**src/rtl/vector_merge_sequencer.sv**
```systemverilog
// Purpose: vmerge/vmv over a VLEN-wide register, producing one ELEN-bit beat of vd per cycle.
// Latency: out_valid rises BEATS+1 cycles after the accept edge (1 cycle when vl=0); one op in flight.
// Backpressure: the result is held in DONE until out_ready; in_ready stays low from accept until after the handoff.
// Ports:
//   clock, reset_n         - rising-edge clock, asynchronous active-low reset
//   in_valid / in_ready    - request handshake; all operands are captured on the accept edge
//   sew, vl, vm, op_sel    - element width, active length, mask enable, source select (vv/vx/vi)
//   vs2, vs1, scalar, simm5- false-select operand and the three true-select sources
//   v0, vd_old             - mask register and prior destination (tail source)
//   out_valid / out_ready  - result handshake; vd is the completed destination register
// VLEN and ELEN are expected to be powers of two with VLEN > ELEN.
module vector_merge_sequencer #(
  parameter int VLEN          = 256,
  parameter int ELEN          = 64,
  parameter bit TAIL_AGNOSTIC = 1'b0
) (
  input  logic                    clock,
  input  logic                    reset_n,
  input  logic                    in_valid,
  output logic                    in_ready,
  input  logic [1:0]              sew,
  input  logic [$clog2(VLEN/8):0] vl,
  input  logic                    vm,
  input  logic [1:0]              op_sel,
  input  logic [VLEN-1:0]         vs2,
  input  logic [VLEN-1:0]         vs1,
  input  logic [ELEN-1:0]         scalar,
  input  logic [4:0]              simm5,
  input  logic [VLEN-1:0]         v0,
  input  logic [VLEN-1:0]         vd_old,
  output logic                    out_valid,
  input  logic                    out_ready,
  output logic [VLEN-1:0]         vd
);

  localparam int BEATS = VLEN / ELEN;
  localparam int VB    = VLEN / 8;       // bytes per register
  localparam int BPB   = ELEN / 8;       // bytes per beat
  localparam int VLW   = $clog2(VB) + 1; // vl width
  localparam int GBW   = $clog2(VB);     // byte index / element index width
  localparam int BPW   = $clog2(BPB);    // byte-within-beat index width
  localparam int BIW   = $clog2(BEATS);  // beat index width
  localparam int BW    = BIW + 1;        // beat counter also reaches BEATS
  localparam int AW    = $clog2(VLEN);   // bit index into a register
  localparam int EW    = $clog2(ELEN);   // bit index into a beat

  localparam logic [VLW-1:0] VB_L    = VLW'(VB);
  localparam logic [BW-1:0]  BEATS_L = BW'(BEATS);

  typedef enum logic [1:0] {
    IDLE = 2'd0,
    BUSY = 2'd1,
    DONE = 2'd2
  } state_e;

  state_e            state_q, state_d;
  logic [BW-1:0]     beat_q, beat_d;
  logic [1:0]        sew_q, sew_d;
  logic [VLW-1:0]    vl_q, vl_d;
  logic              vm_q, vm_d;
  logic [1:0]        op_sel_q, op_sel_d;
  logic [VLEN-1:0]   vs2_q, vs2_d;
  logic [VLEN-1:0]   vs1_q, vs1_d;
  logic [ELEN-1:0]   scalar_q, scalar_d;
  logic [4:0]        simm5_q, simm5_d;
  logic [VLEN-1:0]   v0_q, v0_d;
  logic [VLEN-1:0]   vd_old_q, vd_old_d;
  logic [VLEN-1:0]   vd_q, vd_d;

  logic [VLW-1:0]    vlmax_in;
  logic [BIW-1:0]    beat_idx;
  logic [GBW-1:0]    beat_base;
  logic [BPW-1:0]    elem_mask;
  logic [ELEN-1:0]   beat_res;
  logic [GBW-1:0]    gb;
  logic [GBW-1:0]    e_idx;
  logic [BPW-1:0]    jb;
  logic [7:0]        src_b;

  // VLMAX = VLEN/SEW elements = register bytes >> sew.
  assign vlmax_in  = VB_L >> sew;
  assign beat_idx  = beat_q[BIW-1:0];
  assign beat_base = {beat_idx, {BPW{1'b0}}};
  // Low 'sew' bits set: selects the byte position inside one element.
  assign elem_mask = ~({BPW{1'b1}} << sew_q);

  // ---------------- state register ----------------
  always_ff @(posedge clock or negedge reset_n) begin
    if (!reset_n) begin
      state_q  <= IDLE;
      beat_q   <= '0;
      sew_q    <= '0;
      vl_q     <= '0;
      vm_q     <= 1'b0;
      op_sel_q <= '0;
      vs2_q    <= '0;
      vs1_q    <= '0;
      scalar_q <= '0;
      simm5_q  <= '0;
      v0_q     <= '0;
      vd_old_q <= '0;
      vd_q     <= '0;
    end else begin
      state_q  <= state_d;
      beat_q   <= beat_d;
      sew_q    <= sew_d;
      vl_q     <= vl_d;
      vm_q     <= vm_d;
      op_sel_q <= op_sel_d;
      vs2_q    <= vs2_d;
      vs1_q    <= vs1_d;
      scalar_q <= scalar_d;
      simm5_q  <= simm5_d;
      v0_q     <= v0_d;
      vd_old_q <= vd_old_d;
      vd_q     <= vd_d;
    end
  end

  // ---------------- next-state logic ----------------
  // BUSY spends one cycle per beat plus a final cycle with beat == BEATS
  // before DONE; a zero vl skips the beats entirely.
  always_comb begin
    state_d = state_q;
    unique case (state_q)
      IDLE: if (in_valid) state_d = BUSY;
      BUSY: if ((vl_q == '0) || (beat_q == BEATS_L)) state_d = DONE;
      DONE: if (out_ready) state_d = IDLE;
      default: state_d = IDLE;
    endcase
  end

  // ---------------- outputs ----------------
  always_comb begin
    in_ready  = (state_q == IDLE);
    out_valid = (state_q == DONE);
    vd        = vd_q;
  end

  // ---------------- one beat of merge results ----------------
  // Works byte by byte: the global byte index shifted right by sew is the
  // element number, so every SEW is handled by the same loop.
  always_comb begin
    beat_res = '0;
    gb       = '0;
    e_idx    = '0;
    jb       = '0;
    src_b    = '0;
    for (int b = 0; b < BPB; b++) begin
      gb    = beat_base | GBW'(b);
      e_idx = gb >> sew_q;
      jb    = BPW'(b) & elem_mask;
      case (op_sel_q)
        2'b01:   src_b = scalar_q[{jb, 3'b000} +: 8];
        // simm5 sign-extended: low byte carries the value, upper bytes the sign.
        2'b10:   src_b = (jb == '0) ? {{3{simm5_q[4]}}, simm5_q} : {8{simm5_q[4]}};
        default: src_b = vs1_q[{gb, 3'b000} +: 8];
      endcase
      if ({1'b0, e_idx} < vl_q) begin
        beat_res[b*8 +: 8] = (vm_q || v0_q[{{(AW-GBW){1'b0}}, e_idx}]) ?
                             src_b : vs2_q[{gb, 3'b000} +: 8];
      end else begin
        beat_res[b*8 +: 8] = TAIL_AGNOSTIC ? 8'hFF : vd_old_q[{gb, 3'b000} +: 8];
      end
    end
  end

  // ---------------- capture and datapath ----------------
  always_comb begin
    beat_d   = beat_q;
    sew_d    = sew_q;
    vl_d     = vl_q;
    vm_d     = vm_q;
    op_sel_d = op_sel_q;
    vs2_d    = vs2_q;
    vs1_d    = vs1_q;
    scalar_d = scalar_q;
    simm5_d  = simm5_q;
    v0_d     = v0_q;
    vd_old_d = vd_old_q;
    vd_d     = vd_q;
    if ((state_q == IDLE) && in_valid) begin
      beat_d   = '0;
      sew_d    = sew;
      vl_d     = (vl > vlmax_in) ? vlmax_in : vl;
      vm_d     = vm;
      op_sel_d = op_sel;
      vs2_d    = vs2;
      vs1_d    = vs1;
      scalar_d = scalar;
      simm5_d  = simm5;
      v0_d     = v0;
      vd_old_d = vd_old;
    end else if (state_q == BUSY) begin
      if (vl_q == '0) begin
        // Zero length leaves the destination untouched, even when tail-agnostic.
        vd_d = vd_old_q;
      end else if (beat_q != BEATS_L) begin
        vd_d[{beat_idx, {EW{1'b0}}} +: ELEN] = beat_res;
        beat_d = beat_q + 1'b1;
      end
    end
  end

endmodule
```
**config.mk**
```make
export PLATFORM = sky130hd
export DESIGN_NAME = vector_merge_sequencer
export DESIGN_NICKNAME = d
export VERILOG_FILES = /design/src/rtl/vector_merge_sequencer.sv
export SDC_FILE = /design/constraint.sdc
export NUM_CORES = 2
export LEC_CHECK = 0
export BUFFER_PORTS_ARGS = -buffer_cell sky130_fd_sc_hd__clkbuf_2
export CORE_AREA = 2 2 536 538
export CTS_CLUSTER_DIAMETER = 100
export DETAILED_ROUTE_END_ITERATION = 12
export DIE_AREA = 0 0 538 540
export RECOVER_POWER = 50
export SYNTH_ARGS = -nofsm -noshare
export SYNTH_HDL_FRONTEND = slang
export SYNTH_SLANG_ARGS = --single-unit
```
**constraint.sdc**
```tcl
create_clock -name clock -period 3.2 [get_ports clock]
set_input_delay 0.32 -clock clock [delete_from_list [all_inputs] [get_ports clock]]
set_output_delay 0.32 -clock clock [all_outputs]
set_load 0.05 [all_outputs]
```
# Word level (Yosys, flattened, before mapping)
# Cells that the tools add are included.
# Widths: inputs -> output; s select.
[totals]
reg_bits = 1141
inputBits = 1108
output_inout_bits = 258
[op_classes]
addsub = 2
order_cmp = 17
n_eq_ne = 10
n_shift = 43
mux = 59
bitwise_logic = 2
n_reduce_logical = 25
[ops]
columns = ["operator", "n"]
rows = [
  ["$shiftx 256x9->8", 24],
  ["$mux 256", 2],
  ["$bwmux 256", 1],
  ["$shift 64x10->256 const A", 1],
  ["$shiftx 64x10->256", 1],
  ["$shiftx 64x7->8", 4],
  ["$mux 8", 16],
  ["$pmux 8 s2", 8],
  ["$shiftx 64x6->8", 2],
  ["$lt 5x9->1 const B", 8],
  ["$shiftx 64x5->8", 1],
  ["$lt 5x6->1", 8],
  ["$bmux 1 s5", 8],
  ["$shr 5x2->5", 8],
  ["$mux 4", 7],
  ["$logic_not 3->1", 7],
  ["$mux 3", 4],
  ["$neg 8->10", 1],
  ["$logic_or 1x1->1", 9],
  ["$reduce_and 3->1", 3],
  ["$mux 1", 8],
  ["$gt 6x6->1", 1],
  ["$logic_not 6->1", 1],
  ["$mux 2", 3],
  ["16 further kinds", 22],
]

# Logic depth before layout (Yosys ltp)
[logic_depth]
word_depth = 11
depth_mapped = 18

# Least setup slack after synthesis
# Ideal clock, no wire load.
[synth_path]
path_type = "reg2reg"
startpoint = "reg sew_q[1]"
endpoint = "reg vd_q[116], in the netlist vd[116]"
setup_ns = 0.133
arrival_ns = 3.310
required_time_ns = 3.067
path_slack_ns = -0.243
stages_incl_launch_ff = 18
n_path_buf = 9
cell_sequence = "dfrtp_1 -> buf_6 -> buf_8 -> buf_6 -> buf_4 -> buf_2 -> buf_2 -> buf_2 -> a21oi_1 -> ha_1 -> and4b_1 -> nand2_1 -> o211ai_1 -> clkbuf_1 -> buf_2 -> o21ai_0 -> mux2i_1 -> o22ai_1"
[synth_between]
elab_chain_cells = 11
[synth_rtl]
columns = ["element", "line_no", "source"]
rows = [
  ["from (decl)", "58", "logic [1:0] sew_q, sew_d;"],
  ["from (signal assigned)", "106", "sew_q <= sew_d;"],
  ["branches (longest 7 deep; another with $shiftx 64x7->8)", "n/a", ""],
  ["$shiftx 64x10->256 *", "199", "vd_d[{beat_idx, {EW{1'b0}}} +: ELEN] = beat_res;"],
  ["$bwmux 256 *", "199", ""],
  ["$mux 256 *", "198", "end else if (beat_q != BEATS_L) begin"],
  ["$mux 256 *", "195", "if (vl_q == '0) begin"],
  ["to (signal assigned)", "116", "vd_q <= vd_d;"],
  ["to (decl)", "68", "logic [VLEN-1:0] vd_q, vd_d;"],
]
# Every way passes the cells marked *. The select of a mux whose other input is x is not followed.
# A chain may end at the register's enable or synchronous reset.

# Worst setup path after layout
[layout_path]
startpoint = "reg beat_q[0]"
endpoint = "reg vd_q[64], in the netlist vd[64]"
[layout_between]
elab_chain_cells = 10
[layout_rtl]
columns = ["element", "line_no", "source"]
rows = [
  ["from (decl)", "57", "logic [BW-1:0] beat_q, beat_d;"],
  ["from (signal assigned)", "105", "beat_q <= beat_d;"],
  ["branches (longest 10 deep; another with $shiftx 256x9->8)", "n/a", ""],
]
# Several ways; the timed one is not identified. The select of a mux whose other input is x is not followed.

==> run_summary.xml <==
<?xml version="1.0" encoding="UTF-8"?>
<metrics>
  <group name="sta">
    <metric name="layout_min_cycle_time" unit="ns">3.12</metric>
    <metric name="timing.final.setup_violations" unit="">0</metric>
    <metric name="clock.fmax" unit="GHz">0.320</metric>
    <metric name="timing.final.max_slew_violations" unit="">35</metric>
    <metric name="hold_violations" unit="">0</metric>
    <metric name="finClkSkew" unit="ns">0.0678</metric>
    <metric name="timing.final.ws_setup" unit="ns">0.0783</metric>
    <metric name="slew_headroom" unit="%">-60.0</metric>
    <metric name="rsz_0062_raised_after_global_routing" unit="">no</metric>
    <metric name="worstMarginPinSlew" unit="ns">2.40</metric>
    <metric name="final_min_period_over_clock_period" unit="%">97.6</metric>
    <metric name="totalNegativeSetupSlack" unit="ns">0</metric>
  </group>
  <group name="worst_setup_path">
    <metric name="crit_path_top_delay_cell" unit="">sky130_fd_sc_hd__mux4_2</metric>
    <metric name="rrSetupSlack" unit="ns">0.08</metric>
    <metric name="worst-endpoint-required" unit="ns">3.83</metric>
    <metric name="worst_r2r_startpoint" unit="">beat_q[0]</metric>
    <metric name="crit_chain" unit="">buf_12 -&gt; buf_16 -&gt; mux4_2 -&gt; nor2_1 -&gt; nor3_2 -&gt; buf_4 -&gt; a211oi_4 -&gt; o31ai_1</metric>
    <metric name="critical_path.startpoint" unit="">beat_q[0]</metric>
    <metric name="reg2reg_depth" unit="">8</metric>
    <metric name="max_stage_delay" unit="ns">0.67</metric>
    <metric name="startpoint_type_of_the_worst_setup_path" unit="">register</metric>
    <metric name="timing.critical_path.to_type" unit="">register</metric>
    <metric name="r2r_end" unit="">vd[64]</metric>
    <metric name="worst-endpoint-arrival" unit="ns">3.76</metric>
    <metric name="worstPathMaxFanout" unit="">21</metric>
    <metric name="path_class" unit="">reg2reg</metric>
  </group>
  <group name="synthesis">
    <metric name="synth-main-ff-cell" unit="">sky130_fd_sc_hd__dfrtp_1</metric>
    <metric name="synth_edf_count" unit="">0</metric>
    <metric name="synth.yosys.seq_area_share" unit="%">52.3</metric>
    <metric name="synth_top_cell_by_area" unit="">sky130_fd_sc_hd__dfrtp_1</metric>
    <metric name="synthArstFlopShare" unit="%">100</metric>
    <metric name="synth.avg_cell_area" unit="µm²">9.08</metric>
    <metric name="synth_top_area_share" unit="%">52.3</metric>
    <metric name="synth.net_count" unit="">7138</metric>
    <metric name="synth.ff_latch_count" unit="">1141</metric>
    <metric name="synthesis.yosys.warnings" unit="">0</metric>
    <metric name="yosys.cell_types.count" unit="">86</metric>
    <metric name="synth_top_cells_by_area" unit="">sky130_fd_sc_hd__dfrtp_1, sky130_fd_sc_hd__nand2_1, sky130_fd_sc_hd__mux4_2, sky130_fd_sc_hd__a21oi_1, sky130_fd_sc_hd__clkbuf_1</metric>
    <metric name="netlist_area_before_placement" unit="µm²">54600</metric>
    <metric name="postSynthCellCount" unit="">6012</metric>
  </group>
  <group name="global_route">
    <metric name="antenna_found_initial" unit="">168</metric>
    <metric name="grt_start_max_net_pins" unit="">147</metric>
    <metric name="gr-total-overflow" unit="">0</metric>
    <metric name="grt_first_pass_wirelength" unit="µm">448000</metric>
    <metric name="global_route.usage.total" unit="%">22.1</metric>
    <metric name="first_global_vias" unit="">55350</metric>
  </group>
  <group name="power">
    <metric name="p_sw_share" unit="%">50.2</metric>
    <metric name="power_per_cell_area" unit="nW/µm²">1240</metric>
    <metric name="comb_power_share" unit="%">56.6</metric>
    <metric name="sequentialPowerShare" unit="%">26.9</metric>
    <metric name="irDropWorstVdd" unit="V">0.000594</metric>
    <metric name="total_switching_power" unit="mW">50.2</metric>
    <metric name="clock_power_share" unit="%">16.5</metric>
    <metric name="power.leakage" unit="nW">39.5</metric>
    <metric name="p_int" unit="mW">49.8</metric>
  </group>
  <group name="die">
    <metric name="die_height" unit="µm">540</metric>
    <metric name="placeableCoreArea" unit="µm²">284000</metric>
    <metric name="ioPinCount" unit="">1366</metric>
    <metric name="die_w" unit="µm">538</metric>
    <metric name="die_outline_area" unit="µm²">291000</metric>
    <metric name="start_util" unit="%">19.2</metric>
    <metric name="rows" unit="">196</metric>
  </group>
  <group name="detailed_routing">
    <metric name="wl_per_cell" unit="µm">27.7</metric>
    <metric name="detail_route.iter0.violations" unit="">5185</metric>
    <metric name="detail_route.wirelength" unit="µm">334000</metric>
    <metric name="antenna_violating_nets_post_route" unit="">0</metric>
    <metric name="drt_pre_antenna_iters" unit="">6</metric>
    <metric name="drt-vias-per-instance" unit="">4.61</metric>
    <metric name="drc" unit="">0</metric>
    <metric name="dr_total_vias" unit="">55588</metric>
  </group>
  <group name="placed_design">
    <metric name="postPlaceCellArea" unit="µm²">66800</metric>
    <metric name="portBuffers" unit="">1141</metric>
    <metric name="gp_routability_congestion" unit="">0.929</metric>
    <metric name="dpl.hpwl" unit="µm">256000</metric>
    <metric name="post-place-ws" unit="ns">-0.480</metric>
  </group>
  <group name="run_status">
    <metric name="run_status" unit="">finished, violations left</metric>
    <metric name="failed_checks" unit="">max-capacitance violations, max-slew violations</metric>
  </group>
  <group name="finish">
    <metric name="flow.area_growth_from_synthesis" unit="%">47.9</metric>
    <metric name="final_net_count" unit="">9224</metric>
    <metric name="final_design_area_no_fill" unit="µm²">80800</metric>
    <metric name="share_of_final_layout_standard_cells_stronger_than_drive_strength_1" unit="%">24.3</metric>
  </group>
  <group name="clocking">
    <metric name="h_tree_level_count" unit="">4</metric>
    <metric name="cts.root.buffer_cell" unit="">sky130_fd_sc_hd__clkbuf_16</metric>
    <metric name="sink_count" unit="">1141</metric>
    <metric name="clk_pin_slew_worst_paths" unit="ns">0.06</metric>
    <metric name="cts_made_buffers" unit="">141</metric>
    <metric name="clock_insertion_delay_worst_skew" unit="ns">0.81</metric>
    <metric name="max_buffers_root_to_sink" unit="">4</metric>
    <metric name="cts_tree" unit="">yes</metric>
  </group>
  <group name="hold_path">
    <metric name="holdCritPathClass" unit="">in2reg</metric>
    <metric name="hp-start" unit="">in_valid</metric>
    <metric name="worst_hold_path_depth" unit="">4</metric>
    <metric name="whs_endpoint" unit="">state_q[0]</metric>
  </group>
  <group name="flow_run">
    <metric name="timing.max_cap.violations" unit="">1</metric>
  </group>
</metrics>
logic make-up after synthesis:
family	after synthesis	share of synthesized area (%)
adders and majority gates	18	0.412
buffers and inverters	444	3.67
xor gates and xnor gates	2	0.0321
AOI/OAI and AO/OA	861	10.0
and+or+nand+nor	3249	23.6
muxes	297	9.94
DFF	1141	52.3
cells in the final DEF (no fill, tap or decap), types with 13 or more instances in the layout:
| cell | n |
|---|---|
| sky130_fd_sc_hd__clkbuf_16 | 147 |
| sky130_fd_sc_hd__a21oi_1 | 296 |
| sky130_fd_sc_hd__nand2_1 | 2712 |
| sky130_fd_sc_hd__mux2_2 | 27 |
| sky130_fd_sc_hd__clkbuf_8 | 24 |
| sky130_fd_sc_hd__buf_12 | 76 |
| sky130_fd_sc_hd__a31oi_1 | 17 |
| sky130_fd_sc_hd__a21o_1 | 18 |
| sky130_fd_sc_hd__mux2i_1 | 72 |
| sky130_fd_sc_hd__nor2b_1 | 18 |
| sky130_fd_sc_hd__o31ai_1 | 53 |
| sky130_fd_sc_hd__a31o_2 | 24 |
| sky130_fd_sc_hd__dlygate4sd3_1 | 887 |
| sky130_fd_sc_hd__clkinv_2 | 24 |
| sky130_fd_sc_hd__and3_1 | 107 |
| sky130_fd_sc_hd__a221oi_1 | 34 |
| sky130_fd_sc_hd__o21ai_1 | 14 |
| sky130_fd_sc_hd__nor3_1 | 16 |
| sky130_fd_sc_hd__inv_1 | 26 |
| sky130_fd_sc_hd__nand3_1 | 21 |
| sky130_fd_sc_hd__clkbuf_2 | 1106 |
| sky130_fd_sc_hd__ha_1 | 17 |
| sky130_fd_sc_hd__or2_2 | 13 |
| sky130_fd_sc_hd__o21ai_0 | 113 |
| sky130_fd_sc_hd__o21a_1 | 17 |
| sky130_fd_sc_hd__clkbuf_1 | 73 |
| sky130_fd_sc_hd__o221ai_1 | 29 |
| sky130_fd_sc_hd__mux4_2 | 193 |
| sky130_fd_sc_hd__nand2b_1 | 22 |
| sky130_fd_sc_hd__diode_2 | 86 |
| sky130_fd_sc_hd__buf_4 | 218 |
| sky130_fd_sc_hd__nor2_1 | 270 |
| sky130_fd_sc_hd__o22ai_1 | 137 |
| sky130_fd_sc_hd__dfrtp_1 | 1137 |
through the flow:
step                total power [mW]  cells  hold WS, ns  utilization, %
floorplan                       52.6   6012       0.0244               -
CTS                              100  11954       0.0631            28.3
detailed placement              81.8  10821        0.301            23.5
global placement                81.4  10821        0.308            23.5
finish                           100  12049        0.154            28.4
global route                     105  12004        0.110            28.4
per-layer routing:
metal,GRT usage (%),vias to the layer above,share of wire [%]
met5,0,-,0.14
met4,13.4,74,7.3
met3,5.73,816,9.2
met2,33.5,3127,43
met1,28.1,27170,41
li1,-,24401,-
flip-flops by register name (all words and copies together) (netlist names):
| name | count |
|---|---|
| scalar_q | 64 |
| state_q | 2 |
| vd_old_q | 256 |
| simm5_q | 5 |
| vs1_q | 256 |
| sew_q | 2 |
| vs2_q | 256 |
| vd | 256 |
| beat_q | 3 |
| v0_q | 32 |
| op_sel_q | 2 |
| vm_q | 1 |
| vl_q | 6 |
Yosys cell counts, types with 7 or more instances:
library cell,n
sky130_fd_sc_hd__a211oi_1,11
sky130_fd_sc_hd__a21o_1,18
sky130_fd_sc_hd__a21oi_1,301
sky130_fd_sc_hd__a221oi_1,34
sky130_fd_sc_hd__a2bb2oi_1,8
sky130_fd_sc_hd__a31o_2,24
sky130_fd_sc_hd__a31oi_1,17
sky130_fd_sc_hd__and2_1,11
sky130_fd_sc_hd__and3_1,108
sky130_fd_sc_hd__buf_2,33
sky130_fd_sc_hd__buf_4,23
sky130_fd_sc_hd__buf_6,23
sky130_fd_sc_hd__clkbuf_1,326
sky130_fd_sc_hd__dfrtp_1,1141
sky130_fd_sc_hd__ha_1,18
sky130_fd_sc_hd__inv_1,27
sky130_fd_sc_hd__mux2_2,27
sky130_fd_sc_hd__mux2i_1,75
sky130_fd_sc_hd__mux4_2,193
sky130_fd_sc_hd__nand2_1,2716
sky130_fd_sc_hd__nand2b_1,22
sky130_fd_sc_hd__nand3_1,21
sky130_fd_sc_hd__nor2_1,273
sky130_fd_sc_hd__nor2b_1,20
sky130_fd_sc_hd__nor3_1,18
sky130_fd_sc_hd__o211ai_1,7
sky130_fd_sc_hd__o21a_1,18
sky130_fd_sc_hd__o21ai_0,116
sky130_fd_sc_hd__o21ai_1,14
sky130_fd_sc_hd__o221ai_1,29
sky130_fd_sc_hd__o22a_1,10
sky130_fd_sc_hd__o22ai_1,141
sky130_fd_sc_hd__o31ai_1,53
sky130_fd_sc_hd__or2_2,13
area by class of cell:
class	count	area [µm²]
antenna	86	215
tap	3762	4710
clock buffer	188	4030
timing repair buffer	2358	18000
inverter	29	109
multi-input combinational	4427	24400
sequential	1141	28600
fill	29885	204000
clock inverter	58	666
worst max path at each step:
stage | end | slack (ns) | depth (start not counted)
floorplan | vd[116] | 0.02 | 17
global placement | vd[96] | -0.51 | 8
detailed placement | vd[96] | -0.48 | 8
CTS | vd[119] | 0.0006 | 12
global route | vd[115] | 0.0009 | 11
finish | vd[64] | 0.08 | 8
repair_timing:
action	CTS	global route
setup endpoints to repair	79	84
pin swaps	2	4
hold buffers	887	0
gates cloned	0	1
hold endpoints to repair	1425	0
buffers inserted	0	8
gates resized for setup	23	31
power groups by stage:
stage | Sequential (mW) | Combinational, mW | Clock [mW]
floorplan | 29.4 | 23.2 | 0
global placement | 26.7 | 54.7 | 0
detailed placement | 26.8 | 55.1 | 0
CTS | 26.6 | 56.7 | 16.8
global route | 27.4 | 60.2 | 17.3
finish | 26.9 | 56.6 | 16.5
critical path: cells and delay by family (launching register included):
kind                   cells  cell delay, ns
flip-flops                 1            0.46
AND/OR/NAND/NOR            2            0.43
AO/OA/AOI/OAI              2            0.82
multiplexers               1            0.67
buffers and inverters      3            0.55
No activity file was read; power rests on OpenSTA's default activity.
